==> config.mk <==
export PLATFORM = sky130hd
export DESIGN_NAME = div_scheduler_flat
export DESIGN_NICKNAME = d
export VERILOG_FILES = /design/src/rtl/div_sched_pkg.sv /design/src/rtl/div_scheduler_if.sv /design/src/rtl/div_scheduler_rr_arbiter.sv /design/src/rtl/div_scheduler.sv /design/src/flat_wrapper.sv
export SDC_FILE = /design/constraint.sdc
export NUM_CORES = 1
export LEC_CHECK = 0
export ABC_AREA = 1
export CAP_MARGIN = 20
export CORE_MARGIN = 2
export CORE_UTILIZATION = 45
export DETAILED_ROUTE_END_ITERATION = 10
export PLACE_DENSITY = 0.79
export SYNTH_ARGS = -nofsm -noshare
export SYNTH_HDL_FRONTEND = slang
export SYNTH_SLANG_ARGS = --single-unit
==> constraint.sdc <==
create_clock -name clk -period 5.6 [get_ports clk]
set_clock_uncertainty 0.1 [all_clocks]
set_input_delay 1.4 -clock clk [delete_from_list [all_inputs] [get_ports clk]]
set_output_delay 1.4 -clock clk [all_outputs]
set_load 0.05 [all_outputs]
==> src/rtl/div_sched_pkg.sv <==
// Shared types and helpers for the shared iterative divider scheduler.
// Imported by the arbiter and the scheduler top.
package div_sched_pkg;

    typedef enum logic [1:0] {
        IDLE,
        DIVIDE,
        DONE
    } state_t;

    // Wide enough for any DATA_BITS in use; consumers slice the low bits.
    localparam logic [63:0] DIV_BY_ZERO_QUOTIENT = '1;

    // Index width for n items, never narrower than one bit.
    function automatic int idx_width(input int n);
        return (n > 1) ? $clog2(n) : 1;
    endfunction

endpackage

==> src/rtl/div_scheduler_if.sv <==
// Thread-side bundle of the divider scheduler: requests and operands in,
// one-hot completion pulse and shared result out.
interface div_scheduler_if #(
    parameter int THREADS_PER_BLOCK = 4,
    parameter int DATA_BITS         = 8
);
    logic [THREADS_PER_BLOCK-1:0]           thread_enable;
    logic [THREADS_PER_BLOCK-1:0]           req;
    logic [THREADS_PER_BLOCK*DATA_BITS-1:0] rs;
    logic [THREADS_PER_BLOCK*DATA_BITS-1:0] rt;
    logic [THREADS_PER_BLOCK-1:0]           done;
    logic [DATA_BITS-1:0]                   quotient;
    logic [DATA_BITS-1:0]                   remainder;
    logic                                   busy;

    modport master (
        output thread_enable, req, rs, rt,
        input  done, quotient, remainder, busy
    );

    modport slave (
        input  thread_enable, req, rs, rt,
        output done, quotient, remainder, busy
    );
endinterface

==> src/rtl/div_scheduler_rr_arbiter.sv <==
// Combinational round-robin pick: first set request at or above ptr, wrapping.
// Returns one-hot grant, its encoded index and a valid flag.
module rr_arbiter
    import div_sched_pkg::*;
#(
    parameter int N  = 4,
    parameter int IW = idx_width(N)
) (
    input  logic [N-1:0]  req,
    input  logic [IW-1:0] ptr,
    output logic [N-1:0]  grant,
    output logic [IW-1:0] index,
    output logic          valid
);
    always_comb begin
        grant = '0;
        index = '0;
        valid = 1'b0;
        for (int k = 0; k < N; k++) begin
            int            pos;
            logic [IW-1:0] slot;
            pos = int'(ptr) + k;
            if (pos >= N) pos = pos - N;
            slot = IW'(pos);
            if (!valid && req[slot]) begin
                valid       = 1'b1;
                grant[slot] = 1'b1;
                index       = slot;
            end
        end
    end
endmodule

==> src/rtl/div_scheduler.sv <==
// One restoring divider shared by all threads of a core: round-robin grant,
// DATA_BITS iterations per divide, one-hot done pulse with the result.
module div_scheduler
    import div_sched_pkg::*;
#(
    parameter int THREADS_PER_BLOCK = 4,
    parameter int DATA_BITS         = 8
) (
    input  logic           clk,
    input  logic           reset,
    div_scheduler_if.slave bus
);
    localparam int IW = idx_width(THREADS_PER_BLOCK);
    localparam int CW = idx_width(DATA_BITS);
    localparam logic [DATA_BITS-1:0] DBZ_QUOTIENT = DIV_BY_ZERO_QUOTIENT[DATA_BITS-1:0];

    state_t                       state;
    logic [IW-1:0]                ptr;
    logic [IW-1:0]                winner;
    logic [THREADS_PER_BLOCK-1:0] winner_oh;
    logic [CW-1:0]                count;
    logic [DATA_BITS:0]           acc;
    logic [DATA_BITS-1:0]         dividend;
    logic [DATA_BITS-1:0]         divisor;

    logic [THREADS_PER_BLOCK-1:0] eff_req;
    logic [THREADS_PER_BLOCK-1:0] grant;
    logic [IW-1:0]                grant_idx;
    logic                         grant_valid;
    logic [DATA_BITS-1:0]         sel_rs;
    logic [DATA_BITS-1:0]         sel_rt;

    logic [DATA_BITS:0]           acc_shift;
    logic [DATA_BITS:0]           acc_next;
    logic [DATA_BITS-1:0]         dividend_next;
    logic                         fits;

    assign eff_req = bus.req & bus.thread_enable;

    rr_arbiter #(.N(THREADS_PER_BLOCK), .IW(IW)) u_arb (
        .req   (eff_req),
        .ptr   (ptr),
        .grant (grant),
        .index (grant_idx),
        .valid (grant_valid)
    );

    always_comb begin
        sel_rs = '0;
        sel_rt = '0;
        for (int t = 0; t < THREADS_PER_BLOCK; t++) begin
            if (IW'(t) == grant_idx) begin
                sel_rs = bus.rs[t*DATA_BITS +: DATA_BITS];
                sel_rt = bus.rt[t*DATA_BITS +: DATA_BITS];
            end
        end
    end

    // One restoring step; the dividend register fills with quotient bits from the right.
    assign acc_shift     = {acc[DATA_BITS-1:0], dividend[DATA_BITS-1]};
    assign fits          = acc_shift >= {1'b0, divisor};
    assign acc_next      = fits ? acc_shift - {1'b0, divisor} : acc_shift;
    assign dividend_next = {dividend[DATA_BITS-2:0], fits};

    // NOTE: all state and registered outputs update with <= so every branch sees pre-edge values.
    always_ff @(posedge clk) begin
        if (reset) begin
            state         <= IDLE;
            ptr           <= '0;
            winner        <= '0;
            winner_oh     <= '0;
            count         <= '0;
            acc           <= '0;
            dividend      <= '0;
            divisor       <= '0;
            bus.done      <= '0;
            bus.quotient  <= '0;
            bus.remainder <= '0;
            bus.busy      <= 1'b0;
        end else begin
            case (state)
                IDLE: begin
                    if (grant_valid) begin
                        winner    <= grant_idx;
                        winner_oh <= grant;
                        dividend  <= sel_rs;
                        divisor   <= sel_rt;
                        acc       <= '0;
                        count     <= '0;
                        bus.busy  <= 1'b1;
                        state     <= DIVIDE;
                    end
                end
                DIVIDE: begin
                    acc      <= acc_next;
                    dividend <= dividend_next;
                    count    <= count + 1'b1;
                    if (count == CW'(DATA_BITS - 1)) begin
                        bus.quotient  <= (divisor == '0) ? DBZ_QUOTIENT : dividend_next;
                        bus.remainder <= acc_next[DATA_BITS-1:0];
                        bus.done      <= winner_oh;
                        state         <= DONE;
                    end
                end
                DONE: begin
                    bus.done <= '0;
                    bus.busy <= 1'b0;
                    ptr      <= (winner == IW'(THREADS_PER_BLOCK - 1)) ? '0 : winner + 1'b1;
                    state    <= IDLE;
                end
                default: state <= IDLE;
            endcase
        end
    end
endmodule

==> src/flat_wrapper.sv <==
// flat-port wrapper written by rule: the top's interface ports become plain ports
module div_scheduler_flat import div_sched_pkg::*;
#(
    parameter int THREADS_PER_BLOCK = 4,
    parameter int DATA_BITS         = 8
)
  (clk, reset, bus_thread_enable, bus_req, bus_rs, bus_rt, bus_done, bus_quotient, bus_remainder, bus_busy);
  div_scheduler_if #(.THREADS_PER_BLOCK(THREADS_PER_BLOCK), .DATA_BITS(DATA_BITS)) bus_i ();
  input  logic clk;
  input  logic reset;
  input wire logic [$bits(bus_i.thread_enable)-1:0] bus_thread_enable;
  input wire logic [$bits(bus_i.req)-1:0] bus_req;
  input wire logic [$bits(bus_i.rs)-1:0] bus_rs;
  input wire logic [$bits(bus_i.rt)-1:0] bus_rt;
  output wire logic [$bits(bus_i.done)-1:0] bus_done;
  output wire logic [$bits(bus_i.quotient)-1:0] bus_quotient;
  output wire logic [$bits(bus_i.remainder)-1:0] bus_remainder;
  output wire logic [$bits(bus_i.busy)-1:0] bus_busy;
  assign bus_i.thread_enable = bus_thread_enable;
  assign bus_i.req = bus_req;
  assign bus_i.rs = bus_rs;
  assign bus_i.rt = bus_rt;
  assign bus_done = bus_i.done;
  assign bus_quotient = bus_i.quotient;
  assign bus_remainder = bus_i.remainder;
  assign bus_busy = bus_i.busy;
  div_scheduler #(.THREADS_PER_BLOCK(THREADS_PER_BLOCK), .DATA_BITS(DATA_BITS)) u_core (.clk(clk), .reset(reset), .bus(bus_i));
endmodule
==> flow_summary.json <==
{
  "path_buf_inv": 2,
  "drive_gt1_share_pct": 8.644,
  "ys_top_cells_by_area": "dfxtp_1, nand2_1, inv_1",
  "crit_chain": "clkdlybuf4s50_1, nand2_1, nand2_1, nand3_1, nand2_1, nand4_1, nand2_2, nand2_4, nor2_8, nand2_1, nand2_1, inv_1, nand2_1, a21oi_1",
  "finalNetCount": 756,
  "port_buffers": 94,
  "critPathMaxStageDelay_ns": 0.57,
  "rsz0062_at_grt": "false",
  "ant_nets": 0,
  "synth_ff_type": "dfxtp_1",
  "tns_ns": 0,
  "fill_cells": 765,
  "vdd_drop_max_mv": 0.2178,
  "yosysWarnings": 0,
  "grt_usage_pct": 22.98,
  "p_per_area_mw_per_mm2": 319.3,
  "cts_tree": "yes",
  "first_global_vias": 3763,
  "slew_headroom_pct": 53.73,
  "cp.arrival_ns": 3.81,
  "slowest_stage": "clkdlybuf4s50_1",
  "crit_type": "in -> reg",
  "dieWidth_um": 96.48,
  "clock_latency_ns": 0.35,
  "slew_viol_final": 0,
  "required_ns": 5.72,
  "setup_violations": 0,
  "cp_max_fo": 30,
  "drt_iter0_drc": 216,
  "endpoint_kind": "flip-flop",
  "cap_viol_max_count": 0,
  "core_sq_mm": 0.008258,
  "clk_pin_slew_ns": 0.07,
  "synth_async_sr_flop_share_pct": 0,
  "cts_hold_buffers": 0,
  "finalHoldViolCount": 0,
  "fin_cells": 776,
  "postCtsSetupRepairBufs": 0,
  "netlist_instances": 581,
  "start_util_pct": 46.61,
  "post-place-cells": 760,
  "cp_top_family": "simple AND/OR/NAND/NOR gates",
  "place.gp.congestion": 0.9079,
  "drt-total-wl_mm": 10.08,
  "ioPinCount": 95,
  "synth_top_area_share_pct": 30.17,
  "h-tree-depth": 3,
  "synth_cell_types": 39,
  "grt_first_pass_wirelength_mm": 16.57,
  "root_buffer": "clkbuf_8",
  "finish.utilization_pct": 60.56,
  "tightest_slew_ns": 0.6932,
  "syn-cell-area_sq_mm": 0.003849,
  "start_kind": "input pin",
  "finalPower_mw": 1.597,
  "min_path_type": "reg -> reg",
  "status": "complete, no violations",
  "fp-row-count": 33,
  "vias": 4006,
  "drtPass1Iterations": 5,
  "area_delta_synth_final_pct": 29.94,
  "synth_edf_count": 0,
  "synth-seq-cells": 58,
  "cts_buffers": 9,
  "clock-sinks": 58,
  "ctsLongestPathBuffers": 2,
  "remaining_drc_errors": 0,
  "die_h_um": 96.48,
  "place_ws_ns": 1.609,
  "cts_resized": 0,
  "final.min_clock_period_ns": 3.696,
  "dieArea_sq_mm": 0.009308,
  "ys_seq_area_share_pct": 30.17,
  "viasPerCell": 5.162,
  "finalCritPeriodShare_pct": 66.00,
  "grt_max_degree": 32,
  "avgRoutedWirePerCell_um": 12.99,
  "antenna_found_initial": 0,
  "syn_nets": 671,
  "leakage_nw": 2.255,
  "final.setup.worst_slack_ns": 1.904,
  "syn_avg_cell_area_sq_um": 6.624,
  "crit_path_frequent_cell": "nand2_1",
  "fmax_mhz": 270.6,
  "antennaDiodeCount": 0,
  "place_hpwl_mm": 7.529,
  "yosysTopAreaCell": "dfxtp_1",
  "grt-ovfl-total": 0
}
==> per-stage QoR <==
stage | cell area (sq um) | hold slack (ns)
after global routing | 5001 | 0.3951
final | 5001 | 0.3701
after detailed placement | 4797 | 0.3579
after CTS | 5001 | 0.3694
after floorplan | 3849 | 0.3327
after global placement | 4797 | 0.3500
==> sequential cells by signal (all words and copies together), names as in the netlist, 3 cells and up <==
signal	flops
u_core.bus.quotient	8
u_core.acc	8
u_core.divisor	8
u_core.bus.remainder	8
u_core.dividend	8
u_core.winner_oh	4
u_core.count	3
u_core.bus.done	4
==> metal layers <==
| metal | part of all wire, % | vias up | track usage [%] |
|---|---|---|---|
| li1 | - | 2055 | - |
| met1 | 45 | 1780 | 27.48 |
| met5 | 0 | - | 0 |
| met4 | 2.8 | 0 | 9.390 |
| met3 | 5.6 | 29 | 5.663 |
| met2 | 47 | 142 | 39.41 |
==> where the power goes <==
part | internal (mW) | switching (mW) | total, mW | leakage (nW)
clock | 0.208 | 0.179 | 0.386 | 0.0956
combinational | 0.279 | 0.437 | 0.716 | 1.69
sequential | 0.460 | 0.0345 | 0.494 | 0.473
total | 0.946 | 0.650 | 1.60 | 2.25
==> worst reg2reg max path: stages, from the launching register on <==
cell and delay (ns):
dfxtp_1 0.73, inv_6 0.11, ha_1 0.38, inv_1 0.12, nand3_1 0.15, nand2_1 0.15
nand4_1 0.14, nand2_2 0.26, nand2_4 0.23, nor2_8 0.37, nand2_1 0.11, nand2_1 0.08
inv_1 0.04, nand2_1 0.08, a21oi_1 0.07
==> cell usage in the layout, fill, tap and decap left out, drive strengths merged, types with 2 or more instances in the layout <==
| cell | netlist | routed |
|---|---|---|
| nand2 | 125 | 125 |
| inv | 105 | 105 |
| clkdlybuf4s50 | 0 | 94 |
| nand3 | 67 | 67 |
| dfxtp | 58 | 58 |
| a21oi | 51 | 51 |
| nor2 | 47 | 47 |
| o21ai | 41 | 41 |
| nand4 | 18 | 18 |
| ha | 15 | 15 |
| clkbuf | 7 | 9 |
| buf | 18 | 5 |
| o221ai | 4 | 4 |
| a32o | 4 | 4 |
| xnor2 | 4 | 4 |
| o21bai | 4 | 4 |
| clkinv | 0 | 4 |
| o22ai | 3 | 3 |
| or2 | 3 | 3 |
| clkinvlp | 0 | 2 |
==> final timing paths <==
kind | from | to | slack [ns] | depth (start not counted)
max | bus_thread_enable[2] | u_core.divisor[5]$_SDFFE_PP0P_ | 1.90 | 14
min | u_core.count[1]$_SDFFE_PP0P_ | u_core.count[1]$_SDFFE_PP0P_ | 0.37 | 2
max reg2reg | u_core.ptr[0]$_SDFFE_PP0P_ | u_core.divisor[5]$_SDFFE_PP0P_ | 2.35 | 14
min reg2reg | u_core.count[1]$_SDFFE_PP0P_ | u_core.count[1]$_SDFFE_PP0P_ | 0.37 | 2
==> synth_stat cells (2+ instances only) <==
master and n:
a21oi_1 43, a21oi_2 8, a32o_1 4, buf_1 2
buf_2 5, buf_4 5, buf_6 6, clkbuf_1 7
dfxtp_1 58, ha_1 15, inv_1 100, inv_2 4
nand2_1 119, nand2_2 5, nand3_1 58, nand3_2 8
nand4_1 18, nor2_1 42, nor2_2 3, o21ai_0 40
o21bai_1 4, o221ai_1 4, o22ai_1 3, or2_2 2
xnor2_1 4
==> cell families (layout without fill, tap and decap cells) <==
group / after synthesis / after routing / synth area share, %
AOI/OAI and AO/OA: 111 / 111 / 16.91
xor gates and xnor gates: 5 / 5 / 1.138
adders and majority gates: 16 / 16 / 5.397
buffers and inverters: 130 / 220 / 14.63
DFF: 58 / 58 / 30.17
and+or+nand+nor: 261 / 261 / 31.76
==> area by class of cell <==
class | instances | area, sq um | area share, %
inverters | 105 | 399.1 | 7.981
clock buffers | 9 | 123.9 | 2.477
repair buffers | 99 | 978.4 | 19.56
flip-flops and latches | 58 | 1161 | 23.22
clock inverters | 7 | 80.08 | 1.601
well taps | 105 | 131.4 | 2.627
multi-input cells | 393 | 2127 | 42.53
Note: power is estimated with default switching activity, not from simulation.
